### src/rtl/fifo_stream_pkg.sv
// Register offsets and STATUS/CTRL bit positions for the FIFO stream slot.
package fifo_stream_pkg;

    localparam logic [2:0] OFF_STATUS = 3'd0;
    localparam logic [2:0] OFF_PUSH   = 3'd1;
    localparam logic [2:0] OFF_POP    = 3'd2;
    localparam logic [2:0] OFF_PEEK   = 3'd3;
    localparam logic [2:0] OFF_CTRL   = 3'd4;

    localparam int ST_FULL   = 31;
    localparam int ST_EMPTY  = 30;
    localparam int ST_AFULL  = 29;
    localparam int ST_OVF    = 28;
    localparam int ST_UDF    = 27;

    localparam int CTRL_IRQ_EN = 16;
    localparam int CTRL_FLUSH  = 30;
    localparam int CTRL_CLR    = 31;

endpackage

### src/rtl/fifo_sync.sv
// Single-clock FIFO storage with wrapping pointers, occupancy count and full/empty.
module fifo_sync #(
    parameter int DATA_WIDTH = 8,
    parameter int ADDR_WIDTH = 4
) (
    input  logic                  clk,
    input  logic                  rst_n,
    input  logic                  i_push,
    input  logic                  i_pop,
    input  logic                  i_flush,
    input  logic [DATA_WIDTH-1:0] i_wdata,
    output logic [DATA_WIDTH-1:0] o_head,
    output logic [ADDR_WIDTH:0]   o_count,
    output logic                  o_full,
    output logic                  o_empty
);

    localparam int DEPTH = 1 << ADDR_WIDTH;

    logic [DATA_WIDTH-1:0] r_mem [DEPTH];
    logic [ADDR_WIDTH-1:0] r_wptr;
    logic [ADDR_WIDTH-1:0] r_rptr;
    logic [ADDR_WIDTH:0]   r_count;
    logic                  w_do_push;
    logic                  w_do_pop;

    assign w_do_push = i_push & ~o_full  & ~i_flush;
    assign w_do_pop  = i_pop  & ~o_empty & ~i_flush;

    always_ff @(posedge clk or negedge rst_n) begin
        if (!rst_n) begin
            r_wptr  <= '0;
            r_rptr  <= '0;
            r_count <= '0;
        end else if (i_flush) begin
            r_wptr  <= '0;
            r_rptr  <= '0;
            r_count <= '0;
        end else begin
            if (w_do_push) r_wptr <= r_wptr + 1'b1;
            if (w_do_pop)  r_rptr <= r_rptr + 1'b1;
            case ({w_do_push, w_do_pop})
                2'b10:   r_count <= r_count + 1'b1;
                2'b01:   r_count <= r_count - 1'b1;
                default: r_count <= r_count;
            endcase
        end
    end

    always_ff @(posedge clk) begin
        if (w_do_push) r_mem[r_wptr] <= i_wdata;
    end

    assign o_head  = r_mem[r_rptr];
    assign o_count = r_count;
    // count never exceeds DEPTH, so its MSB alone marks full
    assign o_full  = r_count[ADDR_WIDTH];
    assign o_empty = (r_count == '0);

endmodule

### src/rtl/fifo_stream_core.sv
// Register-slot front end for fifo_sync: decode, sticky flags, CTRL and irq.
module fifo_stream_core
    import fifo_stream_pkg::*;
#(
    parameter int DATA_WIDTH = 8,
    parameter int ADDR_WIDTH = 4
) (
    input  logic        clk,
    input  logic        reset,
    input  logic        cs,
    input  logic        read,
    input  logic        write,
    input  logic [4:0]  addr,
    input  logic [31:0] wr_data,
    output logic [31:0] rd_data,
    output logic        irq
);

    logic [2:0]            w_off;
    logic                  w_push_req;
    logic                  w_pop_req;
    logic                  w_ctrl_wr;
    logic                  w_flush;
    logic                  w_clr;
    logic [DATA_WIDTH-1:0] w_head;
    logic [ADDR_WIDTH:0]   w_count;
    logic [15:0]           w_count16;
    logic                  w_full;
    logic                  w_empty;
    logic                  w_afull;
    logic                  w_unused;

    logic [15:0]           r_thr;
    logic                  r_irq_en;
    logic                  r_ovf;
    logic                  r_udf;
    logic                  r_irq;

    assign w_off      = addr[2:0];
    assign w_push_req = cs & write & (w_off == OFF_PUSH);
    assign w_pop_req  = cs & read  & (w_off == OFF_POP);
    assign w_ctrl_wr  = cs & write & (w_off == OFF_CTRL);
    assign w_flush    = w_ctrl_wr & wr_data[CTRL_FLUSH];
    assign w_clr      = w_ctrl_wr & wr_data[CTRL_CLR];
    assign w_unused   = &{1'b0, addr[4:3], wr_data[29:17]};

    fifo_sync #(
        .DATA_WIDTH (DATA_WIDTH),
        .ADDR_WIDTH (ADDR_WIDTH)
    ) u_fifo (
        .clk     (clk),
        .rst_n   (reset),
        .i_push  (w_push_req),
        .i_pop   (w_pop_req),
        .i_flush (w_flush),
        .i_wdata (wr_data[DATA_WIDTH-1:0]),
        .o_head  (w_head),
        .o_count (w_count),
        .o_full  (w_full),
        .o_empty (w_empty)
    );

    assign w_count16 = 16'(w_count);
    assign w_afull   = (r_thr != '0) && (w_count16 >= r_thr);

    always_ff @(posedge clk or negedge reset) begin
        if (!reset) begin
            r_thr    <= '0;
            r_irq_en <= 1'b0;
            r_ovf    <= 1'b0;
            r_udf    <= 1'b0;
            r_irq    <= 1'b0;
        end else begin
            if (w_ctrl_wr) begin
                r_thr    <= wr_data[15:0];
                r_irq_en <= wr_data[CTRL_IRQ_EN];
            end
            r_ovf <= (r_ovf & ~w_clr) | (w_push_req & w_full);
            r_udf <= (r_udf & ~w_clr) | (w_pop_req & w_empty);
            // irq follows the flag state one edge after it settles
            r_irq <= r_irq_en & (r_ovf | r_udf | w_afull);
        end
    end

    always_comb begin
        rd_data = '0;
        case (w_off)
            OFF_STATUS: begin
                rd_data[ST_FULL]  = w_full;
                rd_data[ST_EMPTY] = w_empty;
                rd_data[ST_AFULL] = w_afull;
                rd_data[ST_OVF]   = r_ovf;
                rd_data[ST_UDF]   = r_udf;
                rd_data[15:0]     = w_count16;
            end
            OFF_POP, OFF_PEEK: begin
                if (!w_empty) rd_data = 32'(w_head);
            end
            OFF_CTRL: begin
                rd_data[15:0]       = r_thr;
                rd_data[CTRL_IRQ_EN] = r_irq_en;
            end
            default: rd_data = '0;
        endcase
    end

    assign irq = r_irq;

endmodule

### config.mk
export PLATFORM = sky130hd
export DESIGN_NAME = fifo_stream_core
export DESIGN_NICKNAME = d
export VERILOG_FILES = /design/src/rtl/fifo_stream_pkg.sv /design/src/rtl/fifo_sync.sv /design/src/rtl/fifo_stream_core.sv
export SDC_FILE = /design/constraint.sdc
export NUM_CORES = 1
export LEC_CHECK = 0
export ABC_AREA = 0
export CORE_ASPECT_RATIO = 0.6
export CORE_MARGIN = 2
export CORE_UTILIZATION = 40
export CTS_BUF_LIST = sky130_fd_sc_hd__clkbuf_8
export DETAILED_ROUTE_END_ITERATION = 7
export GPL_ROUTABILITY_DRIVEN = 0
export PLACE_DENSITY_LB_ADDON = 0.15
export SLEW_MARGIN = 20
export SYNTH_ARGS = -nofsm -noshare
export SYNTH_HDL_FRONTEND = slang
export SYNTH_HIERARCHICAL = 1
export SYNTH_SLANG_ARGS = --single-unit
### constraint.sdc
create_clock -name clk -period 3.1 [get_ports clk]
set_input_delay 0.31 -clock clk [delete_from_list [all_inputs] [get_ports clk]]
set_output_delay 0.31 -clock clk [all_outputs]
set_load 0.01 [all_outputs]
==> results of run 1 <==
==> Yosys cell counts (5+ instances only) <==
| cell type | n |
|---|---|
| o21ai_0 | 16 |
| clkbuf_1 | 8 |
| mux4_2 | 16 |
| inv_1 | 10 |
| buf_2 | 7 |
| a221oi_1 | 16 |
| dfrtp_1 | 33 |
| edfxtp_1 | 128 |
| ha_1 | 13 |
| nand2_1 | 30 |
| and2_1 | 15 |
| a22o_1 | 5 |
| mux2_2 | 16 |
| nor2_1 | 33 |
| mux2i_1 | 34 |
| a22oi_1 | 13 |
| buf_4 | 11 |
| nor3_1 | 5 |
==> logic make-up after synthesis <==
kind of cell               count (synthesis)  synth area share [%]
AOI/OAI and AO/OA                         62                 6.501
xor gates and xnor gates                   7                 1.128
adders and majority gates                 14                 2.572
buffers and inverters                     43                 3.541
DFF                                      161                 65.75
muxes                                     66                 12.40
other                                      1               0.05280
and+or+nand+nor                          112                 8.052
==> power groups by stage <==
stage | logic, W | registers [W] | clock network, W
5_1_grt | 0.00206 | 0.00264 | 0.00150
4_1_cts | 0.00174 | 0.00260 | 0.00141
6_report | 0.00190 | 0.00261 | 0.00138
3_3_place_gp | 0.00171 | 0.00265 | 0
3_5_place_dp | 0.00174 | 0.00265 | 0
2_1_floorplan | 0.00110 | 0.00262 | 0
==> registers in the layout, summed over array words and instances, names as in the netlist <==
register,cells
r_irq_en,1
u_fifo/r_rptr,4
u_fifo/r_mem,128
r_udf,1
u_fifo/o_count,5
r_ovf,1
r_thr,16
u_fifo/r_wptr,4
irq,1
==> final cells by class <==
class	instances	area (µm²)	area share (%)
diodes	1	2.502	0.02916
clock buffers	17	234.0	2.726
clock inverters	15	108.9	1.268
inverters	11	42.54	0.4957
multi-input cells	271	2328	27.13
flip-flops and latches	161	4672	54.44
well taps	234	292.8	3.412
repair buffers	97	900.9	10.50
==> metal layers <==
layer,GRT usage [%],up-vias,routed length (µm)
met5,0,-,0
met4,4.309,0,108
met3,4.007,11,981
met2,25.66,127,7179
met1,29.26,2174,8751
li1,-,1946,-
==> through the flow <==
| step | setup WS [ns] | std cells | util [%] | total power, W | TNS [ns] |
|---|---|---|---|---|---|
| 2_1_floorplan | 0.01906 | 475 | - | 0.003726 | 0 |
| 3_3_place_gp | -0.1979 | 771 | 46.77 | 0.004360 | -0.1979 |
| 3_5_place_dp | -0.2096 | 771 | 46.77 | 0.004387 | -0.2096 |
| 4_1_cts | 0.007412 | 803 | 48.76 | 0.005749 | 0 |
| 5_1_grt | -0.04457 | 806 | 49.68 | 0.006191 | -0.07027 |
| 6_report | 0.1285 | 807 | 49.70 | 0.005887 | 0 |
==> path summary, 6_finish.rpt <==
path	startpoint	endpoint	slack (ns)	depth (start not counted)
setup reg to reg	u_fifo/o_count[1]$_DFFE_PN0P_	u_fifo/o_count[4]$_DFFE_PN0P_	0.27	9
max in group asynchronous	reset	u_fifo/r_rptr[0]$_DFFE_PN0P_	2.47	2
min in group clk	wr_data[10]	r_thr[10]$_DFFE_PN0P_	0.48	2
hold reg to reg	r_thr[8]$_DFFE_PN0P_	r_thr[8]$_DFFE_PN0P_	0.53	1
hold / removal	reset	r_thr[11]$_DFFE_PN0P_	0.26	2
setup / recovery	u_fifo/r_rptr[0]$_DFFE_PN0P_	rd_data[5]	0.13	6
==> what timing repair did <==
item | 4_1_cts | 5_1_grt
endpoints found under the setup margin | 8 | 7
setup buffers | 0 | 1
gates resized for setup | 2 | 23
cloned | 0 | 2
hold buffers | 0 | 0
pin swaps | 0 | 1
==> impl_summary.txt, run 1 <==
----------------------------------------------------
[Yosys]
  Cell area after synthesis ... 0.007102 mm²
  Sequential share of the synthesized area ... 65.75%
  Number of flops mapped to enable cells by yosys ... 128
  Top cells by area in the synthesized netlist ... edfxtp_1, dfrtp_1, mux4_2, mux2i_1, mux2_2
  Average cell area after synthesis ... 15.24 µm²
  Share of synthesized registers carrying an async set or reset ... 20.50%
  Ys flop type ... edfxtp_1
  Flip-flop and latch count after synthesis ... 161
  Share of the synthesized area in the top cell type ... 54.12%
  Largest area contributor in the netlist ... edfxtp_1
  Synth warnings ... 6
  Post-synthesis instance total ... around 470
  Distinct cell type count of the synthesized netlist ... 54

[Pwr]
  Gate power share ... 32.2%
  Part of the power in the clock network ... 23.4%
  Power per unit of standard cell area ... 685.9 mW/mm²
  Maximum VDD drop ... 0.3348 mV
  P_sw ... 0.001958 W
  Switching share of total power ... 33.26%
  Internal power ... 0.003929 W
  Sequential share of power ... 44.4%
  Static leakage ... 3.196 nW

[STA]
  Timing-limited maximum frequency ... 336.5 MHz
  Total count of max-transition violations in the final report ... 0
  Hold violation total from the final report ... 0
  Slew HR ... between 40% and 50%
  Worst clock skew on the final layout ... roughly 0.011 ns
  Tightest Pin Transition ... 0.7817 ns
  Worst hold slack ... between 0.2 and 0.3 ns
  Share of the clock period used by the worst path ... 95.86%
  Total setup violations reported at the end of the flow ... 0
  Post-layout minimum cycle time ... 2.972 ns
  Setup repair after global routing missed its margin ... true

[Clock network]
  Insertion delay of the later-clocked pin in the worst-skew pair ... 0.44 ns
  Number of clock sinks seen by CTS ... 161
  Num CTS Buffers ... 17
  Clock slew seen by the registers of the worst setup and hold paths ... 0.09 ns
  Number of buffers on the longest clock path ... 2
  CTS tree ... done
  Deepest level of the CTS H-tree ... 4
  Library cell used as clock root buffer ... clkbuf_8

[Floorplanning]
  Core Rows ... 37
  Initial standard-cell utilization of the core ... between 40 and 50%
  Die width ... roughly 180 µm
  IO Pins ... 75
  Height of the die ... roughly 110 µm
  Core area ... 0.01727 mm²
  Floorplan die area ... 0.01887 mm²

[Outcome]
  Run status ... finished clean

[Drt]
  Vias post-DR ... roughly 4,300
  Wire length reported by the detailed router ... 17,020 µm
  Detailed-routing iteration count for the pre-antenna-repair pass ... 5
  Routed vias/inst ... 5.276
  Routed length per instance ... about 21 µm
  Antenna viol nets, final ... 0
  Number of remaining DRC errors ... 0
  Starting DRT DRC Count ... 408

[Place]
  Instance area at placement ... 0.008077 mm²
  Post-detail-place hpwl ... roughly 11,000 µm
  IO Port Bufs ... 49

[Global routing]
  Total track usage ... 18.48%
  Vias in the first global route ... approximately 4,200
  Global-route wire length before repair ... 25,070 µm
  GRT Residual Overflow ... 0
  Antenna violations before repair ... 0
  Pin count of the biggest net entering global routing ... 41

[Critical path]
  Number of buffer and inverter instances along the worst setup path ... 2
  Kind of cell adding the most delay to the critical path ... buffers and inverters
  Worst Setup End Kind ... output pin
  Ordered cell list for the critical path ... buf_12 -> mux4_2 -> a22oi_1 -> nand2_1 -> a22o_1 -> clkdlybuf4s50_1
  Data arrival at the endpoint of the critical path ... roughly 2.7 ns
  Data required time at the worst endpoint ... 2.79 ns
  Library cell contributing the largest single delay on the critical path ... mux4_2
  Maximum fanout along the worst path ... 20
  Startpoint type of the worst setup path ... flop
  Type of the worst setup path ... reg -> out
  Highest cell delay on the worst timing path ... 0.60 ns

[Finish]
  Total number of nets in the final design ... between 600 and 700
  Post-layout instance area ... 0.008582 mm²
  Commonest non-fill, non-tap cell in the layout ... edfxtp_1
  Filler cells ... 1,473
  Area added between synthesis and finish ... 20.84%
  Share of post-route cells with drive strength above 1 ... between 20% and 30%
  Most frequent cells in the layout ... edfxtp_1, clkdlybuf4s50_1, buf_4

[Worst hold path]
  Class of the worst hold path ... in -> async

[Flow run]
  # Max-Cap Violations ... 0

----------------------------------------------------
Power figures use the tool's default switching activity.
==> run 2, diff against run 1 <==
- CTS_CLUSTER_DIAMETER: not set -> 60
==> results of run 2 <==
Final layout, timing and power as in run 1 (identical DEF).
